--- src/rtl/reg_wr_arb_rr.sv ---
// Round-robin write arbiter for the register bank write port.
// One-entry output stage; drain and refill can share one edge.
module reg_wr_arb_rr #(
  parameter  int REQ_NUM    = 4,
  parameter  int ADDR_WIDTH = 5,
  parameter  int DATA_WIDTH = 32,
  localparam int ID_WIDTH   = $clog2(REQ_NUM)
) (
  input  logic                          i_clk,
  input  logic                          i_rst,
  input  logic [REQ_NUM-1:0]            i_req_valid,
  output logic [REQ_NUM-1:0]            o_req_ready,
  input  logic [REQ_NUM*ADDR_WIDTH-1:0] i_req_addr,
  input  logic [REQ_NUM*DATA_WIDTH-1:0] i_req_data,
  input  logic                          i_wr_ready,
  output logic                          o_wr_en,
  output logic [ADDR_WIDTH-1:0]         o_wr_addr,
  output logic [DATA_WIDTH-1:0]         o_wr_data,
  output logic [ID_WIDTH-1:0]           o_wr_id
);

  logic                  r_wr_en;
  logic [ADDR_WIDTH-1:0] r_wr_addr;
  logic [DATA_WIDTH-1:0] r_wr_data;
  logic [ID_WIDTH-1:0]   r_wr_id;
  logic [ID_WIDTH-1:0]   r_ptr;

  logic                  w_found;
  logic [ID_WIDTH-1:0]   w_win;
  logic [ID_WIDTH-1:0]   w_next_ptr;
  logic                  w_free;
  logic                  w_grant;
  logic [ADDR_WIDTH-1:0] w_addr;
  logic [DATA_WIDTH-1:0] w_data;

  // First valid requester at or after ptr, wrapping.
  always_comb begin
    int j;
    w_found = 1'b0;
    w_win   = '0;
    for (int i = 0; i < REQ_NUM; i++) begin
      j = int'(r_ptr) + i;
      if (j >= REQ_NUM) j = j - REQ_NUM;
      if (!w_found && i_req_valid[j]) begin
        w_found = 1'b1;
        w_win   = ID_WIDTH'(j);
      end
    end
  end

  always_comb begin
    if (int'(w_win) == REQ_NUM - 1) w_next_ptr = '0;
    else                             w_next_ptr = w_win + 1'b1;
  end

  assign w_free  = !r_wr_en || i_wr_ready;
  assign w_grant = w_found && w_free && !i_rst;
  assign w_addr  = i_req_addr[int'(w_win)*ADDR_WIDTH +: ADDR_WIDTH];
  assign w_data  = i_req_data[int'(w_win)*DATA_WIDTH +: DATA_WIDTH];

  always_comb begin
    o_req_ready = '0;
    if (w_grant) o_req_ready[w_win] = 1'b1;
  end

  always_ff @(posedge i_clk or posedge i_rst) begin
    if (i_rst) begin
      r_wr_en   <= 1'b0;
      r_wr_addr <= '0;
      r_wr_data <= '0;
      r_wr_id   <= '0;
      r_ptr     <= '0;
    end else if (w_grant) begin
      r_wr_en   <= 1'b1;
      r_wr_addr <= w_addr;
      r_wr_data <= w_data;
      r_wr_id   <= w_win;
      r_ptr     <= w_next_ptr;
    end else if (r_wr_en && i_wr_ready) begin
      r_wr_en   <= 1'b0;
    end
  end

  assign o_wr_en   = r_wr_en;
  assign o_wr_addr = r_wr_addr;
  assign o_wr_data = r_wr_data;
  assign o_wr_id   = r_wr_id;

endmodule

--- config.mk ---
export PLATFORM = sky130hd
export DESIGN_NAME = reg_wr_arb_rr
export DESIGN_NICKNAME = d
export VERILOG_FILES = /design/src/rtl/reg_wr_arb_rr.sv
export SDC_FILE = /design/constraint.sdc
export NUM_CORES = 1
export LEC_CHECK = 0
export ABC_AREA = 1
export ABC_CLOCK_PERIOD_IN_PS = 2300
export BUFFER_PORTS_ARGS = -buffer_cell sky130_fd_sc_hd__buf_2
export CAP_MARGIN = 40
export CELL_PAD_IN_SITES_DETAIL_PLACEMENT = 1
export CELL_PAD_IN_SITES_GLOBAL_PLACEMENT = 1
export CORE_MARGIN = 3
export CORE_UTILIZATION = 28
export CTS_CLUSTER_SIZE = 25
export DETAILED_ROUTE_END_ITERATION = 8
export GPL_ROUTABILITY_DRIVEN = 0
export PLACE_DENSITY_LB_ADDON = 0.1
export SETUP_SLACK_MARGIN = 0.2
export SLEW_MARGIN = 20
export SYNTH_ARGS = -nofsm -noshare
export SYNTH_HDL_FRONTEND = slang
export SYNTH_SLANG_ARGS = --single-unit
--- constraint.sdc ---
create_clock -name i_clk -period 2.3 [get_ports i_clk]
set_input_delay 0.115 -clock i_clk [delete_from_list [all_inputs] [get_ports i_clk]]
set_output_delay 0.115 -clock i_clk [all_outputs]
set_load 0.02 [all_outputs]
# Yosys cells after proc, flatten, opt, wreduce, memory -nomap -nowiden
# Cells that the tools add are included.
[classes]
addsub = 8
n_mul = 1
order_cmp = 10
eq_ne = 1
shift = 2
n_mux = 30
n_reduce_logical = 14
[ops]
columns = ["op", "n"]
rows = [
  ["less-than comparator 32 x 4 -> 1 bit (second input constant)", 4],
  ["2-to-1 mux 32 bit", 4],
  ["indexed part select 128 x 8 -> 32 bit", 1],
  ["indexed part select 20 x 6 -> 5 bit", 1],
  ["2-to-1 mux 1 bit", 15],
  ["subtractor 3 x 3 -> 4 bit (second input constant)", 3],
  ["2-to-1 mux 2 bit", 5],
  [">= comparator 3 bit (second input constant)", 3],
  ["binary-select mux 1 bit (select 2 bit)", 4],
  ["logical AND 1 bit", 7],
  ["adder 2 x 2 -> 3 bit (second input constant)", 2],
  ["zero test 1 bit", 5],
  ["multiplier 2 x 3 -> 5 bit (second input constant)", 1],
  ["2-to-1 mux 4 bit", 1],
  ["subtractor 2 x 3 -> 4 bit (second input constant)", 1],
  ["adder 2 x 1 -> 3 bit (second input constant)", 1],
  [">= comparator 2 x 3 -> 1 bit (second input constant)", 1],
  ["less-than comparator 2 x 3 -> 1 bit (second input constant)", 1],
  ["adder 2 x 1 -> 2 bit (second input constant)", 1],
  ["demux 1 bit (select 2 bit)", 1],
  ["== test 2 x 1 -> 1 bit (second input constant)", 1],
  [">= comparator 2 x 1 -> 1 bit (second input constant)", 1],
  ["nonzero test 2 bit", 1],
  ["logical OR 1 bit", 1],
]
[totals]
ff_bits = 42
inputBits = 155
out_inout_bits = 44
wordCells = 71

# Depth between registers and ports, before layout
[logic_depth]
word_depth = 20
ltp_mapped = 17
ltp_nobuf = 15

# Worst setup path after synthesis
# Ideal clock, no wire load.
[synth_path]
path_kind = "input to output"
startpoint = "in i_rst"
endpoint = "out o_req_ready[3]"
arrival_ns = 2.039
slack_ns = 0.146
path_stages = 6
path_buffers = 1
path_cell_list = "inv_1 -> nand3_2 -> inv_2 -> buf_2 -> nand2_1 -> nor2_1"
[synth_via]
elab_chain_len = 3
[synth_rtl]
columns = ["item", "line_no", "source"]
rows = [
  ["start, declared", "10", "input logic i_rst,"],
  ["zero test 1 bit (no line)", "-", ""],
  ["logical AND 1 bit", "57", "assign w_grant = w_found && w_free && !i_rst;"],
  ["2-to-1 mux 4 bit", "63", "if (w_grant) o_req_ready[w_win] = 1'b1;"],
  ["end, declared", "12", "output logic [REQ_NUM-1:0] o_req_ready,"],
]
# No other way between the ends.

# Final worst setup path
[layout_path]
startpoint = "reg r_ptr[0]"
endpoint = "out o_req_ready[0]"
[layout_via]
elab_chain_len = 20
[layout_rtl]
columns = ["item", "line_no", "source"]
rows = [
  ["start, declared", "26", "logic [ID_WIDTH-1:0] r_ptr;"],
  ["start signal, assigned", "78", "r_ptr <= w_next_ptr;"],
  ["branches (longest 19 deep; another with subtractor 3 x 3 -> 4 bit)", "-", ""],
  ["2-to-1 mux 4 bit *", "63", ""],
]
# Mark *: on every way between the ends. The select of a mux whose other input is x is not followed.

==> results.cfg <==
[place]
dp_cells = 928
port_buffers = 198
place_area_sq_mm = 0.00455
dp_hpwl_um = 10500

[final_layout]
fin_cells = 975
syn2layout_area_growth_pct = 59.2
fillers = 1605
finalInstanceArea_sq_mm = 0.00548
fin_nets = 985
regArea_sq_mm = 0.00105
drive_above_1_share_pct = 37.8
multiInputGateArea_sq_mm = 0.00225

[synth]
muxShareOfSynthArea_pct = 0
ys_types = 19
synth.avg_cell_area_sq_um = 5.66
synth_top_cell_area_share_pct = 44.8
syn-instance-count = 608
yosysSeqAreaShare_pct = 30.5
yosysWarnings = 0
synth_fp_nets = 763
synth_adder_area_share_pct = 0
synth_top_family_by_area = simple AND/OR/NAND/NOR gates
netlist_area_sq_mm = 0.00344
synth-simple-area-share_pct = 59.1
ys_seq_elements = 42
yosys-top-cells-area = nand2_1 (45%), dfrtp_1 (31%), nand3_1 (12%), buf_6 (3.6%), buf_2 (2.3%)
synth-xor-area-share_pct = 0
synth_compound_area_share_pct = 0.800
yosysTopAreaCell = nand2_1

[grt]
grt_pass1_wl_um = 23100
grt_pass1_vias = 4736
grt.overflow.total = 0
grt_start_max_net_pins = 43
grtUsageTotal_pct = 21.3
antenna_found_initial = 1

[routing]
drt_iter0_drc = 202
wl_per_cell_um = 16.1
antenna_left = 0
drtPass1Iterations = 4
vias = 4670
post_drt_via_cell_ratio = 4.79
wl_um = 15700
drc = 0

[floorplan]
die_y_um = 117
rows = 39
initial_core_util_pct = 29.4
die-area_sq_mm = 0.0137
core_region_area_sq_mm = 0.0117
pin_count = 199
fp.dieW_um = 117

[timing]
hold_viol = 0
final-setup-viol-count = 0
rsz0062_at_grt = yes
final-max-slew-violation-count = 0
tns_ns = 0
fin_crit_ns = 2.28
worst_pin_slew_ns = 0.582
fmax_mhz = 438
slew_headroom_pct = 61.2
finalCritPeriodShare_pct = 99.3
worst_clock_skew_ns = 0.00883

[clocking]
tritoncts = yes
clkSinkCount = 42
h-tree-depth = 2
cts_buffer_depth = 2
cts_root_buffer = clkbuf_16
cts-hold-fix-buffers = 0
insertion_delay_ns = 0.29
cts_made_buffers = 5
clk_pin_slew_worst_paths_ns = 0.07

[setup_path]
end_kind = output pin
required_ns = 2.18
worst-path-max-fanout = 7
critPathArrivalTime_ns = 2.17
cpPeakStageDelay_ns = 0.49
start_kind = flip-flop
slowest_stage = dfrtp_2
cp_cell_sequence = clkinvlp_4 > nand2_1 > nand2_1 > nand2_1 > nand2_2 > a21oi_2 > nand2_2 > nand2_8 > buf_12 > nand2_1 > nor2_1 > buf_4
path_common_cell = nand2_1
critPathKind = reg -> out

[run]
cap_viol_max_count = 0

[pwr]
p_leak_nw = 3.38
irDropWorstVdd_v = 0.000871
powerDensity_mw_per_mm2 = 2110

[worst_hold_path]
hold_path.class = in -> async

[outcome]
status = complete, no violations
-- layout make-up --
| class | count | share of cell area (%) |
|---|---|---|
| diodes | 1 | 0.0457 |
| clock buffers | 5 | 2.28 |
| clock inverters | 3 | 0.731 |
| inverters | 14 | 1.30 |
| multi-input cells | 511 | 41.1 |
| flip-flops and latches | 42 | 19.2 |
| well taps | 143 | 3.27 |
| repair buffers | 255 | 31.9 |
| repair inverters | 1 | 0.137 |
-- worst max-delay path, delay by kind of cell (launching register included) --
family	cells	cell delay (ns)
compound gates	1	0.18
buf+inv	3	0.46
flops	1	0.49
simple gates	8	0.74
-- repair_timing --
action | 4_1_cts | 5_1_grt
cloned | 3 | 5
buffers inserted | 25 | 5
gates resized for setup | 43 | 53
pin swaps | 10 | 21
endpoints found under the setup margin | 42 | 44
-- per-layer routing --
metal	up-vias	part of all wire [%]	wire length (um)	GRT usage (%)
met4	0	3.1	488	5.81
met2	160	49	7680	39.2
met5	-	0	0	0
met3	34	6.5	1020	4.16
li1	2315	-	-	-
met1	2161	42	6540	25.1
-- state kept, by name (all words and copies together), names as in the netlist --
signal / count
o_wr_en: 1
o_wr_data: 32
o_wr_addr: 5
o_wr_id: 2
r_ptr: 2
-- synthesized netlist by cell type, drive strengths merged --
cell	instances
a21oi	2
nand2	414
dfrtp	42
nor2	9
o21ai	2
nand3b	1
inv	14
buf	32
nand3	82
clkbuf	9
o211ai	1
-- cell families (layout without fill, tap and decap cells) --
kind of cell / count (synthesis) / after routing
flip-flops: 42 / 42
AO/OA/AOI/OAI: 5 / 5
buffers and inverters: 55 / 278
AND/OR/NAND/NOR: 506 / 506
other: 0 / 1
-- power breakdown --
part / total, W / internal [W] / switching [W]
clock: 0.000821 / 0.000509 / 0.000313
sequential: 0.00131 / 0.00110 / 0.000209
combinational: 0.00941 / 0.00402 / 0.00539
-- final timing paths --
check | startpoint | to | slack, ns | cells after the start
max | r_ptr[0]$_DFFE_PP0P_ | o_req_ready[0] | 0.02 | 12
min | i_rst | o_wr_data[26]$_DFFE_PP0P_ | 0.06 | 3
max reg2reg | r_ptr[0]$_DFFE_PP0P_ | r_ptr[1]$_DFFE_PP0P_ | 0.09 | 16
min reg2reg | o_wr_data[10]$_DFFE_PP0P_ | o_wr_data[10]$_DFFE_PP0P_ | 0.48 | 2
max in group asynchronous | i_rst | r_ptr[0]$_DFFE_PP0P_ | 1.83 | 3
min in group i_clk | i_wr_ready | o_wr_en$_DFFE_PP0P_ | 0.15 | 4
-- stage by stage --
stage	setup slack, ns	utilization, %	total power [W]	hold slack (ns)
after floorplan	0.374	-	0.00633	0.115
final	0.0156	46.8	0.0115	0.0555
after global routing	-0.0820	46.8	0.0127	0.128
after global placement	0.277	38.9	0.00797	0.376
after CTS	0.136	44.0	0.0105	0.0833
after detailed placement	0.145	38.9	0.00814	0.376
-- cells in the final DEF, fill, tap and decap left out, types with 3 or more instances in the layout --
cell	n
nor2_1	3
buf_12	13
nand2_2	20
nor2_4	4
buf_2	194
nand2_1	386
clkbuf_16	8
inv_4	3
nand3_4	3
buf_4	32
nand3_1	77
nand2_4	7
buf_6	9
inv_1	7
dfrtp_1	40
(Power assumes the default switching activity.)
